### config.mk
export PLATFORM = sky130hd
export DESIGN_NAME = bcd_counter_display
export DESIGN_NICKNAME = d
export VERILOG_FILES = /design/src/rtl/bcd_disp_pkg.sv /design/src/rtl/bcd_digit.sv /design/src/rtl/bcd_counter_display.sv
export SDC_FILE = /design/constraint.sdc
export NUM_CORES = 1
export LEC_CHECK = 0
export BUFFER_PORTS_ARGS = -buffer_cell sky130_fd_sc_hd__buf_2
export CORE_UTILIZATION = 36
export DETAILED_ROUTE_END_ITERATION = 10
export PLACE_DENSITY_LB_ADDON = 0.3
export REMOVE_ABC_BUFFERS = 1
export SYNTH_ARGS = -nofsm -noshare
export SYNTH_HDL_FRONTEND = slang
export SYNTH_SLANG_ARGS = --single-unit
### constraint.sdc
create_clock -name clk -period 3.75 [get_ports clk]
set_input_delay 0 -clock clk [delete_from_list [all_inputs] [get_ports clk]]
set_output_delay 0 -clock clk [all_outputs]
set_load 0.02 [all_outputs]
### src/rtl/bcd_disp_pkg.sv
// Shared constants and helpers for the BCD counter / seven-segment display block.
// Segment patterns are active-low, ordered {G,F,E,D,C,B,A}.
package bcd_disp_pkg;

  localparam logic [3:0] BCD_MAX = 4'd9;

  localparam logic [6:0] SEG_0     = 7'b1000000;
  localparam logic [6:0] SEG_1     = 7'b1111001;
  localparam logic [6:0] SEG_2     = 7'b0100100;
  localparam logic [6:0] SEG_3     = 7'b0110000;
  localparam logic [6:0] SEG_4     = 7'b0011001;
  localparam logic [6:0] SEG_5     = 7'b0010010;
  localparam logic [6:0] SEG_6     = 7'b0000010;
  localparam logic [6:0] SEG_7     = 7'b1111000;
  localparam logic [6:0] SEG_8     = 7'b0000000;
  localparam logic [6:0] SEG_9     = 7'b0010000;
  localparam logic [6:0] SEG_BLANK = 7'b1111111;

  function automatic logic [6:0] bcd_to_seg(input logic [3:0] digit);
    case (digit)
      4'd0:    return SEG_0;
      4'd1:    return SEG_1;
      4'd2:    return SEG_2;
      4'd3:    return SEG_3;
      4'd4:    return SEG_4;
      4'd5:    return SEG_5;
      4'd6:    return SEG_6;
      4'd7:    return SEG_7;
      4'd8:    return SEG_8;
      4'd9:    return SEG_9;
      default: return SEG_BLANK;
    endcase
  endfunction

  // Non-BCD nibbles (A..F) saturate to 9 so the counter never holds an illegal digit.
  function automatic logic [3:0] bcd_clamp(input logic [3:0] digit);
    return (digit > BCD_MAX) ? BCD_MAX : digit;
  endfunction

endpackage

### src/rtl/bcd_digit.sv
// One BCD decade: loadable, enable-gated up/down digit with a terminal flag
// used by the parent to ripple the enable into the next decade.
module bcd_digit
  import bcd_disp_pkg::*;
(
  input  logic       clk,
  input  logic       rst_n,
  input  logic       en,
  input  logic       up,
  input  logic       load,
  input  logic [3:0] load_digit,
  output logic [3:0] value,
  output logic       term
);

  // NOTE: sequential state uses non-blocking assignments so every flop samples pre-edge values.
  always_ff @(posedge clk or negedge rst_n) begin
    if (!rst_n) begin
      value <= 4'd0;
    end else if (load) begin
      value <= bcd_clamp(load_digit);
    end else if (en) begin
      if (up) value <= (value == BCD_MAX) ? 4'd0 : value + 4'd1;
      else    value <= (value == 4'd0) ? BCD_MAX : value - 4'd1;
    end
  end

  assign term = up ? (value == BCD_MAX) : (value == 4'd0);

endmodule

### src/rtl/bcd_counter_display.sv
// Multi-digit BCD up/down counter with tick divider, parallel load, wrap pulse
// and a multiplexed active-low seven-segment driver with leading-zero blanking.
module bcd_counter_display
  import bcd_disp_pkg::*;
#(
  parameter int DIGITS   = 8,
  parameter int TICK_DIV = 50000000,
  parameter int SCAN_DIV = 5000
) (
  input  logic                  clk,
  input  logic                  reset,
  input  logic                  run,
  input  logic                  up,
  input  logic                  load,
  input  logic [4*DIGITS-1:0]   load_value,
  input  logic                  blank_lz,
  output logic [4*DIGITS-1:0]   q,
  output logic                  wrap,
  output logic [6:0]            seg,
  output logic [DIGITS-1:0]     segcom
);

  localparam int DIV_W  = $clog2(TICK_DIV);
  localparam int SCAN_W = $clog2(SCAN_DIV);
  localparam int IDX_W  = $clog2(DIGITS);

  logic [DIV_W-1:0]  div;
  logic [SCAN_W-1:0] scan_cnt;
  logic [IDX_W-1:0]  index;
  logic              tick;
  logic [DIGITS-1:0] en;
  logic [DIGITS-1:0] term;
  logic [DIGITS:0]   zero_from;
  logic [3:0]        cur_digit;
  logic              blank;

  assign tick = run && (div == DIV_W'(TICK_DIV - 1));

  // With run low on the terminal count div parks at TICK_DIV-1, so resuming ticks at once.
  always_ff @(posedge clk or negedge reset) begin
    if (!reset) begin
      div <= '0;
    end else if (load) begin
      div <= '0;
    end else if (run) begin
      div <= tick ? '0 : div + DIV_W'(1);
    end
  end

  genvar gi;
  generate
    for (gi = 0; gi < DIGITS; gi++) begin : g_digit
      if (gi == 0) begin : g_lsd
        assign en[gi] = tick && !load;
      end else begin : g_chain
        assign en[gi] = en[gi-1] && term[gi-1];
      end

      bcd_digit u_digit (
        .clk        (clk),
        .rst_n      (reset),
        .en         (en[gi]),
        .up         (up),
        .load       (load),
        .load_digit (load_value[4*gi +: 4]),
        .value      (q[4*gi +: 4]),
        .term       (term[gi])
      );
    end
  endgenerate

  // The top decade being enabled and terminal means every decade rolls over together.
  always_ff @(posedge clk or negedge reset) begin
    if (!reset) wrap <= 1'b0;
    else        wrap <= en[DIGITS-1] && term[DIGITS-1];
  end

  always_ff @(posedge clk or negedge reset) begin
    if (!reset) begin
      scan_cnt <= '0;
      index    <= '0;
    end else if (scan_cnt == SCAN_W'(SCAN_DIV - 1)) begin
      scan_cnt <= '0;
      index    <= (index == IDX_W'(DIGITS - 1)) ? '0 : index + IDX_W'(1);
    end else begin
      scan_cnt <= scan_cnt + SCAN_W'(1);
    end
  end

  // zero_from[i] is set when digits i..DIGITS-1 are all zero.
  always_comb begin
    zero_from[DIGITS] = 1'b1;
    for (int i = DIGITS - 1; i >= 0; i--) begin
      zero_from[i] = zero_from[i+1] && (q[4*i +: 4] == 4'd0);
    end
  end

  // NOTE: every always_comb output gets a default first so no path can infer a latch.
  always_comb begin
    cur_digit = 4'd0;
    blank     = 1'b0;
    for (int i = 0; i < DIGITS; i++) begin
      if (index == IDX_W'(i)) begin
        cur_digit = q[4*i +: 4];
        blank     = blank_lz && (i != 0) && zero_from[i];
      end
    end
  end

  assign seg    = blank ? SEG_BLANK : bcd_to_seg(cur_digit);
  assign segcom = ~(DIGITS'(1) << index);

endmodule

# Word level (Yosys, flattened, before mapping)
# Memory sizes are Yosys's and may differ from the RTL's.
# Index checks and enable logic that the tools add are counted.
[totals]
regBits = 75
rom_bits = 112
input_bits = 38
out_inout_bits = 48
word_cells = 178
mem_count = 1
[classes]
addsub = 19
magnitude_cmp = 8
eq_ne = 17
shift = 1
muxes = 77
bitwise_logic = 1
n_reduce_logical = 42
[mem_list]
columns = ["memory", "depth", "width", "rd", "rd_ports_with_merged_regs", "write_ports", "line", "rtl"]
rows = [
  ["(no name shown)", 16, 7, 1, 0, 0, "bcd_disp_pkg.sv:20", "case (digit)"],
]
[ops]
columns = ["cell", "count"]
rows = [
  ["2-to-1 mux 4 bit", 56],
  ["2-to-1 mux 26 bit", 3],
  ["adder 4 x 1 -> 4 bit (second input constant)", 8],
  ["== test 4 bit (second input constant)", 8],
  ["> comparator 4 bit (second input constant)", 8],
  ["zero test 4 bit", 8],
  ["subtractor 4 x 1 -> 4 bit (second input constant)", 8],
  ["adder 26 x 1 -> 26 bit (second input constant)", 1],
  ["== test 26 bit (second input constant)", 1],
  ["logical AND 1 bit", 23],
  ["nonzero test 2 bit", 9],
  ["2-to-1 mux 1 bit", 15],
  ["adder 13 x 1 -> 13 bit (second input constant)", 1],
  ["== test 13 bit (second input constant)", 1],
  ["2-to-1 mux 13 bit", 1],
  ["== test 3 bit (second input constant)", 4],
  ["NOT 8 bit", 1],
  ["<< shifter 1 x 3 -> 8 bit (first input constant)", 1],
  ["2-to-1 mux 7 bit", 1],
  ["== test 3 x 2 -> 1 bit (second input constant)", 2],
  ["adder 3 x 1 -> 3 bit (second input constant)", 1],
  ["== test 3 x 1 -> 1 bit (second input constant)", 1],
  ["zero test 3 bit", 1],
  ["2-to-1 mux 3 bit", 1],
  ["zero test 1 bit", 1],
]

# Longest topological paths before layout
# Gate-level depths: netlist of the first run.
[depth]
depth_word = 16
ltp_mapped = 12
depth_no_buf = 11

# Modules after synthesis
# From an unflattened synthesis of the first run, not the netlist that was laid out.
[unflattened]
cells_unflattened = 678
area_unflattened_um2 = 5987.0
[modules_own_cells]
columns = ["module", "n_inst", "cells_each", "area_per_inst_um2", "seq_area_each_um2"]
rows = [
  ["bcd_counter_display", 1, 334, 3044.2, 1076.0],
  ["bcd_digit", 8, 43, 367.9, 100.1],
]

# Least setup slack after synthesis of the first run
# OpenSTA, ideal clock, no wires.
[synth_path]
path_type = "reg-to-output"
start = "register index[2]"
end = "output port seg[1]"
t_arrival_ps = 3301
t_required_ps = 3750
slack_ps = 449
path_stages_with_launch = 12
n_path_buf = 1
path_cell_list = "dfrtp_1 -> buf_1 -> clkinv_1 -> ha_1 -> or2_2 -> a221oi_1 -> o22ai_1 -> a21oi_1 -> inv_1 -> ha_1 -> nor2b_1 -> o21ai_0"
[synth_between]
elab_chain_len = 11
elab_cells_between_ends = 25
classes_between = "eq/ne (7); mux (16); reduce/logical (1); memory (1)"
[synth_lines]
columns = ["item", "line", "rtl"]
rows = [
  ["from (decl)", "bcd_counter_display.sv:29", "logic [IDX_W-1:0] index;"],
  ["from (signal assigned)", "bcd_counter_display.sv:84", "index <= (index == IDX_W'(DIGITS - 1)) ? '0 : index + IDX_W'(1);"],
  ["zero test 3 bit", "bcd_counter_display.sv:103", "if (index == IDX_W'(i)) begin"],
  ["2-to-1 mux 4 bit (8 in series)", "bcd_counter_display.sv:103", ""],
  ["memory (16 x 7 bit)", "n/a", ""],
  ["2-to-1 mux 7 bit (*)", "bcd_counter_display.sv:110", "assign seg = blank ? SEG_BLANK : bcd_to_seg(cur_digit);"],
  ["to (decl)", "bcd_counter_display.sv:19", "output logic [6:0] seg,"],
]
# Every way passes the cells marked *; elsewhere a longest branch is shown, timed or not.

# Worst setup path after layout of the first run
[layout_path]
start = "register index[0]"
end = "output port seg[4]"
# Same word-level chain as after synthesis.

==> results.py, run 1 <==
metrics = {
    "global_route": {
        "grt_max_degree": 76,
        "grt_pass1_vias": 5180,
        "grt_antenna_before_repair": 0,
        "grt_pass1_wl_um": 25930,
        "grt_usage": 0.1939,
        "grt_overflow_total": 0,
    },
    "die": {
        "num_rows": 46,
        "core_area_um2": 15940,
        "start_util": 0.3689,
        "io_pins": 86,
        "die_h_um": 129.8,
        "die_area_um2": 16850,
        "die_w_um": 129.8,
    },
    "detailed_routing": {
        "vias_per_cell": 5.433,
        "wl_per_cell_um": 15.26,
        "drcViolationCount": 0,
        "vias": 5607,
        "firstDrtPassIters": 5,
        "drt-total-wl_um": 15750,
        "drt_iter0_drc": 347,
        "drtAntennaViolNets": 0,
    },
    "critical_path": {
        "criticalPathCategory": "reg2out",
        "rr_startpoint": "g_digit[1].u_digit.value[0]$_DFFE_PN0P_",
        "cp-startpoint": "index[0]$_DFFE_PN0N_",
        "crit_fanout": 8,
        "worst_ep_arrival_time_ns": 3.23,
        "cp_data_required_time_ns": 3.75,
        "critPathCaptureType": "output port",
        "start_kind": "flop",
    },
    "yosys": {
        "synthTopCellsByArea": "dfrtp_1 32%, o21ai_0 4.7%, nand2_1 4.5%, nor2_1 4.3%, xor2_1 4.0%",
        "yosys.area.top_type_share": 0.3191,
        "ys_ff_latch": 75,
        "postSynth.asyncResetShare": 1.000,
        "yosys_warnings": 0,
        "synth_top_area_cell": "dfrtp_1",
        "yosysMostFrequentCell": "dfrtp_1",
        "syn_avg_cell_area_um2": 7.979,
        "synth_cells": 737,
        "synth_edf_count": 0,
        "yosysSeqAreaShare": 0.3191,
        "synth_ff_type": "dfrtp_1",
        "synth_common_cells": "75 x dfrtp_1, 71 x nand2_1, 67 x nor2_1",
        "synth_cell_types": 77,
        "syn-cell-area_um2": 5881,
    },
    "sta": {
        "skew_ns": 0.008817,
        "tightest_slew_ns": 1.009,
        "setup_viol": 0,
        "finalHoldViolCount": 0,
        "max_freq_ghz": 0.3099,
        "period_share": 0.8606,
        "finalSetupTns_ns": 0,
        "rsz0062_at_grt": "false",
        "period_needed_ns": 3.227,
        "slew_violations": 0,
        "slew_headroom": 0.3272,
    },
    "pwr": {
        "p_total_mw": 2.388,
        "p_int_mw": 1.650,
        "swShare": 0.3089,
        "power.leakage_nw": 2.985,
        "clkPwrFrac": 0.406,
        "p_switching_uw": 737.7,
        "p_per_area_nw_per_um2": 341.9,
        "combPwrFrac": 0.198,
        "pwr-share-seq": 0.397,
        "vdd_drop_max_mv": 0.2064,
    },
    "clocking": {
        "path_clk_slew_ns": 0.06,
        "hold_buffers": 31,
        "cts_tree": "built",
        "clock-root-buffer": "clkbuf_16",
        "cts_buffer_depth": 2,
        "clk_latency_ns": 0.35,
        "cts_setup_buffers": 0,
        "ctsResizeCount": 0,
        "cts.sinks": 75,
        "cts_max_level": 3,
        "numCtsBuffers": 9,
    },
    "hold_path": {
        "hp-class": "in2reg",
        "min_from": "load_value[4]",
    },
    "outcome": {
        "outcome": "finished clean",
    },
    "final_layout": {
        "diodes": 0,
        "layout.nets": 863,
        "drive_above_1_share": 0.1667,
        "synthToLayoutAreaGrowth_pct": 18.77,
        "post-route-cell-area_um2": 6984,
    },
    "flow_run": {
        "cap_violations": 0,
    },
    "placed_design": {
        "gp_congestion": 0.8452,
        "placement.io_buffers": 85,
        "postPlaceCellArea_um2": 6349,
        "place.detailed.hpwl_um": 10960,
    },
}
-- stage by stage --
stage / instances / setup WS [ns] / utilization / hold WS, ns
floorplan: 678 / 0.5625 / - / -0.2956
global placement: 986 / 0.9136 / 0.3982 / 0.2294
detailed placement: 986 / 0.8789 / 0.3982 / 0.2300
CTS: 1032 / 0.5031 / 0.4381 / 0.002832
global route: 1032 / 0.2793 / 0.4381 / 0.03446
finish: 1032 / 0.5227 / 0.4381 / 0.005896
-- routing by layer --
metal  GRT usage  vias to the layer above  part of all wire
li1            -                     2812                 -
met1      0.2588                     2656              0.48
met2      0.3193                      130              0.46
met3     0.04469                        9             0.049
met4     0.04104                        0            0.0093
met5           0                        -                 0
-- power groups by stage --
stage	clock, mW	sequential [mW]	combinational [mW]
final	0.969	0.947	0.472
after global routing	1.03	0.959	0.528
after CTS	0.985	0.946	0.474
after detailed placement	0	0.961	0.446
after global placement	0	0.959	0.445
after floorplan	0	0.971	0.248
-- cell type report --
class | count | area (um2)
Sequential cell | 75 | 1877
Multi-Input combinational cell | 577 | 3623
Clock buffer | 10 | 239.0
Fill cell | 1640 | 8959
Tap cell | 216 | 270.3
Timing Repair Buffer | 123 | 790.8
Clock inverter | 5 | 86.33
Inverter | 26 | 97.59
-- state kept, by name (all words and copies together), names as in the netlist --
register / count
wrap: 1
scan_cnt: 13
g_digit.u_digit.value: 32
div: 26
index: 3
-- cells by family after synthesis --
family,after synthesis,synth area share
muxes,21,0.03723
adders and majority gates,13,0.02766
xor gates and xnor gates,46,0.06851
DFF,75,0.3191
and+or+nand+nor,311,0.2874
AOI/OAI and AO/OA,186,0.1953
buffers and inverters,85,0.06468
-- placed cells by master (no fill, tap or decap), types with 16 or more instances in the layout --
master	synthesis	routed
xnor2_1	19	19
a31oi_1	22	22
a21oi_1	38	38
inv_1	25	25
nor3_1	19	19
dlygate4sd3_1	0	31
buf_2	9	84
o21ai_0	55	55
nand2_1	71	71
nor2_1	67	67
dfrtp_1	75	75
nand3_1	35	35
o22ai_1	16	16
xor2_1	27	27
-- worst paths after layout --
path / endpoint / slack (ns) / cells after the start
worst max-delay path: seg[4] / 0.52 / 12
worst min-delay path: g_digit[1].u_digit.value[0]$_DFFE_PN0P_ / 0.006 / 4
worst max register to register: g_digit[2].u_digit.value[1]$_DFFE_PN0P_ / 0.77 / 7
worst min register to register: scan_cnt[0]$_DFF_PN0_ / 0.50 / 1
max in group asynchronous: scan_cnt[7]$_DFF_PN0_ / 2.73 / 2
min in group asynchronous: g_digit[4].u_digit.value[2]$_DFFE_PN0P_ / 0.34 / 2
-- critical path, stage by stage, from the launching register on --
cell and delay [ns]:
dfrtp_1 0.40, ha_1 0.24, ha_1 0.28, or2_2 0.34
a221oi_1 0.25, o22ai_1 0.14, a21oi_1 0.16, buf_4 0.17
inv_1 0.08, ha_1 0.20, mux2_2 0.26, a32oi_1 0.18
buf_2 0.18
(Power assumes the default switching activity.)
==> inputs of run 2 (changes only) <==
MAX_ROUTING_LAYER = met4   (was not set)
clock period = 2.8 ns   (was 3.75 ns; I/O delays follow)
==> results.py, run 2 (synthesis gave the netlist of run 1 again) <==
metrics = {
    "critical_path": {
        "path_cells": "ha_4 > ha_4 > or2_4 > a221oi_4 > o22ai_2 > a21oi_2 > inv_2 > ha_4 > mux2_4 > a32oi_2 > buf_4",
        "r2r-end": "g_digit[5].u_digit.value[2]$_DFFE_PN0P_",
        "start_kind": "flop",
        "cp-startpoint": "index[1]$_DFFE_PN0N_",
        "critical-path-max-stage-delay_ns": 0.44,
        "cp_data_required_time_ns": 2.80,
        "criticalPathCategory": "reg2out",
        "rr_startpoint": "div[10]$_DFFE_PN0P_",
        "crit_path_frequent_cell": "ha_4",
        "worst_ep_arrival_time_ns": 2.76,
        "crit_slowest_cell": "dfrtp_2",
        "crit_end": "seg[4]",
        "r2r_setup_slack_ns": 0.07,
        "reg2reg_depth": 7,
        "critPathCaptureType": "output port",
        "crit_fanout": 4,
    },
    "placed_design": {
        "postPlaceCellArea_um2": 6491,
        "place.detailed.hpwl_um": 11410,
        "dpl.cell_count": 1005,
        "gp_congestion": 0.8782,
        "placement.io_buffers": 85,
    },
    "final_layout": {
        "fill_cells": 1577,
        "synthToLayoutAreaGrowth_pct": 26.32,
        "drive_above_1_share": 0.2300,
        "regMostFlops": "g_digit.u_digit.value",
        "final_common_cell": "buf_2",
        "layout.cells.non_filler": 1068,
        "reg_top3": "g_digit.u_digit.value x32, div x26, scan_cnt x13",
        "diodes": 0,
        "multi_input_area_um2": 3789,
        "layout.nets": 898,
        "regArea_um2": 1881,
        "fin_util": 0.4659,
        "mostFrequentLayoutCells": "82 x buf_2, 72 x dfrtp_1, 68 x nand2_1",
        "post-route-cell-area_um2": 7428,
        "largest_reg_flops": 32,
    },
    "outcome": {
        "outcome": "finished clean",
    },
    "pwr": {
        "power.leakage_nw": 3.186,
        "vdd_drop_max_mv": 0.2944,
        "p_per_area_nw_per_um2": 437.6,
    },
    "sta": {
        "tightest_slew_ns": 0.9964,
        "period_share": 0.9866,
        "slew_headroom": 0.3357,
        "max_freq_ghz": 0.3620,
        "setup_viol": 0,
        "slew_violations": 0,
        "skew_ns": 0.007863,
        "period_needed_ns": 2.762,
        "finalHoldViolCount": 0,
        "rsz0062_at_grt": "true",
        "finalSetupTns_ns": 0,
    },
    "die": {
        "start_util": 0.3689,
        "num_rows": 46,
        "core_area_um2": 15940,
        "die_area_um2": 16850,
        "io_pins": 86,
        "die_h_um": 129.8,
        "die_w_um": 129.8,
    },
    "detailed_routing": {
        "wl_per_cell_um": 15.38,
        "firstDrtPassIters": 5,
        "vias_per_cell": 5.326,
        "drt_iter0_drc": 331,
        "drt-total-wl_um": 16430,
        "vias": 5688,
        "drcViolationCount": 0,
        "drtAntennaViolNets": 0,
    },
    "clocking": {
        "clock-root-buffer": "clkbuf_16",
        "numCtsBuffers": 9,
        "clk_latency_ns": 0.35,
        "cts.sinks": 75,
        "cts_buffer_depth": 2,
        "cts_max_level": 3,
        "cts_tree": "built",
        "path_clk_slew_ns": 0.06,
    },
    "global_route": {
        "grt_pass1_wl_um": 25730,
        "grt_overflow_total": 0,
        "grt_max_degree": 76,
        "grt_usage": 0.2016,
        "grt_antenna_before_repair": 0,
        "grt_pass1_vias": 5092,
    },
    "flow_run": {
        "cap_violations": 0,
    },
    "hold_path": {
        "hold_depth": 4,
        "hp-class": "in2reg",
    },
}
## run 2: changes by cell type in the layout (fill, tap and decap cells not counted), moves of 4 or more
cell and change:
ha_4 +4, buf_4 +30, buf_6 +4, ha_1 -6
## run 2: stage by stage
step | setup WS [ns] | hold slack [ns] | power (mW)
after detailed placement | 0.07236 | 0.2310 | 1.908
after floorplan | -0.3875 | -0.2956 | 1.633
after global placement | 0.1456 | 0.2319 | 1.904
after global routing | -0.1092 | 0.02132 | 3.415
final | 0.03754 | 0.01299 | 3.250
after CTS | 0.008848 | 0.001899 | 3.238
## run 2: area by class of cell
| cell class | count | area share |
|---|---|---|
| clock inverter | 4 | 0.009938 |
| tap | 216 | 0.03638 |
| sequential | 75 | 0.2532 |
| timing repair buffer | 157 | 0.1442 |
| multi-input combinational | 578 | 0.5100 |
| clock buffer | 12 | 0.03318 |
| inverter | 26 | 0.01314 |
## run 2: worst min-delay path by stage
stage,startpoint,end,slack (ns)
2_1_floorplan,reset,div[0]$_DFFE_PN0P_,-0.30
3_5_place_dp,load_value[7],g_digit[1].u_digit.value[1]$_DFFE_PN0P_,0.23
5_1_grt,run,div[1]$_DFFE_PN0P_,0.02
3_3_place_gp,load_value[11],g_digit[2].u_digit.value[1]$_DFFE_PN0P_,0.23
4_1_cts,run,div[1]$_DFFE_PN0P_,0.002
6_report,load_value[10],g_digit[2].u_digit.value[0]$_DFFE_PN0P_,0.01
## run 2: worst max-delay path: cells and delay by family (launching register included)
kind                       cells  cell delay, ns
AOI/OAI and AO/OA              4            0.71
buffers and inverters          2            0.24
DFF                            1            0.44
muxes                          1            0.26
and+or+nand+nor                1            0.27
adders and majority gates      3            0.49
## run 2: layer usage
| layer | track usage | vias to the layer above | wire (um) |
|---|---|---|---|
| li1 | - | 2879 | - |
| met1 | 0.2646 | 2697 | 8027 |
| met2 | 0.3105 | 99 | 7547 |
| met3 | 0.03977 | 13 | 631 |
| met4 | 0.06635 | 0 | 218 |
| met5 | - | - | 0 |
## run 2: report_power, final
| group | internal [mW] | switching (mW) | total [mW] | leakage (nW) |
|---|---|---|---|---|
| clock | 0.806 | 0.480 | 1.29 | 0.157 |
| combinational | 0.320 | 0.401 | 0.721 | 2.06 |
| sequential | 1.13 | 0.116 | 1.24 | 0.971 |
## run 2: what timing repair did
item,in CTS,in global routing
setup buffers,1,12
cloned,0,1
pin swaps,3,17
gates resized for setup,8,38
hold endpoints to repair,104,0
hold buffers,33,0
setup endpoints to repair,7,10
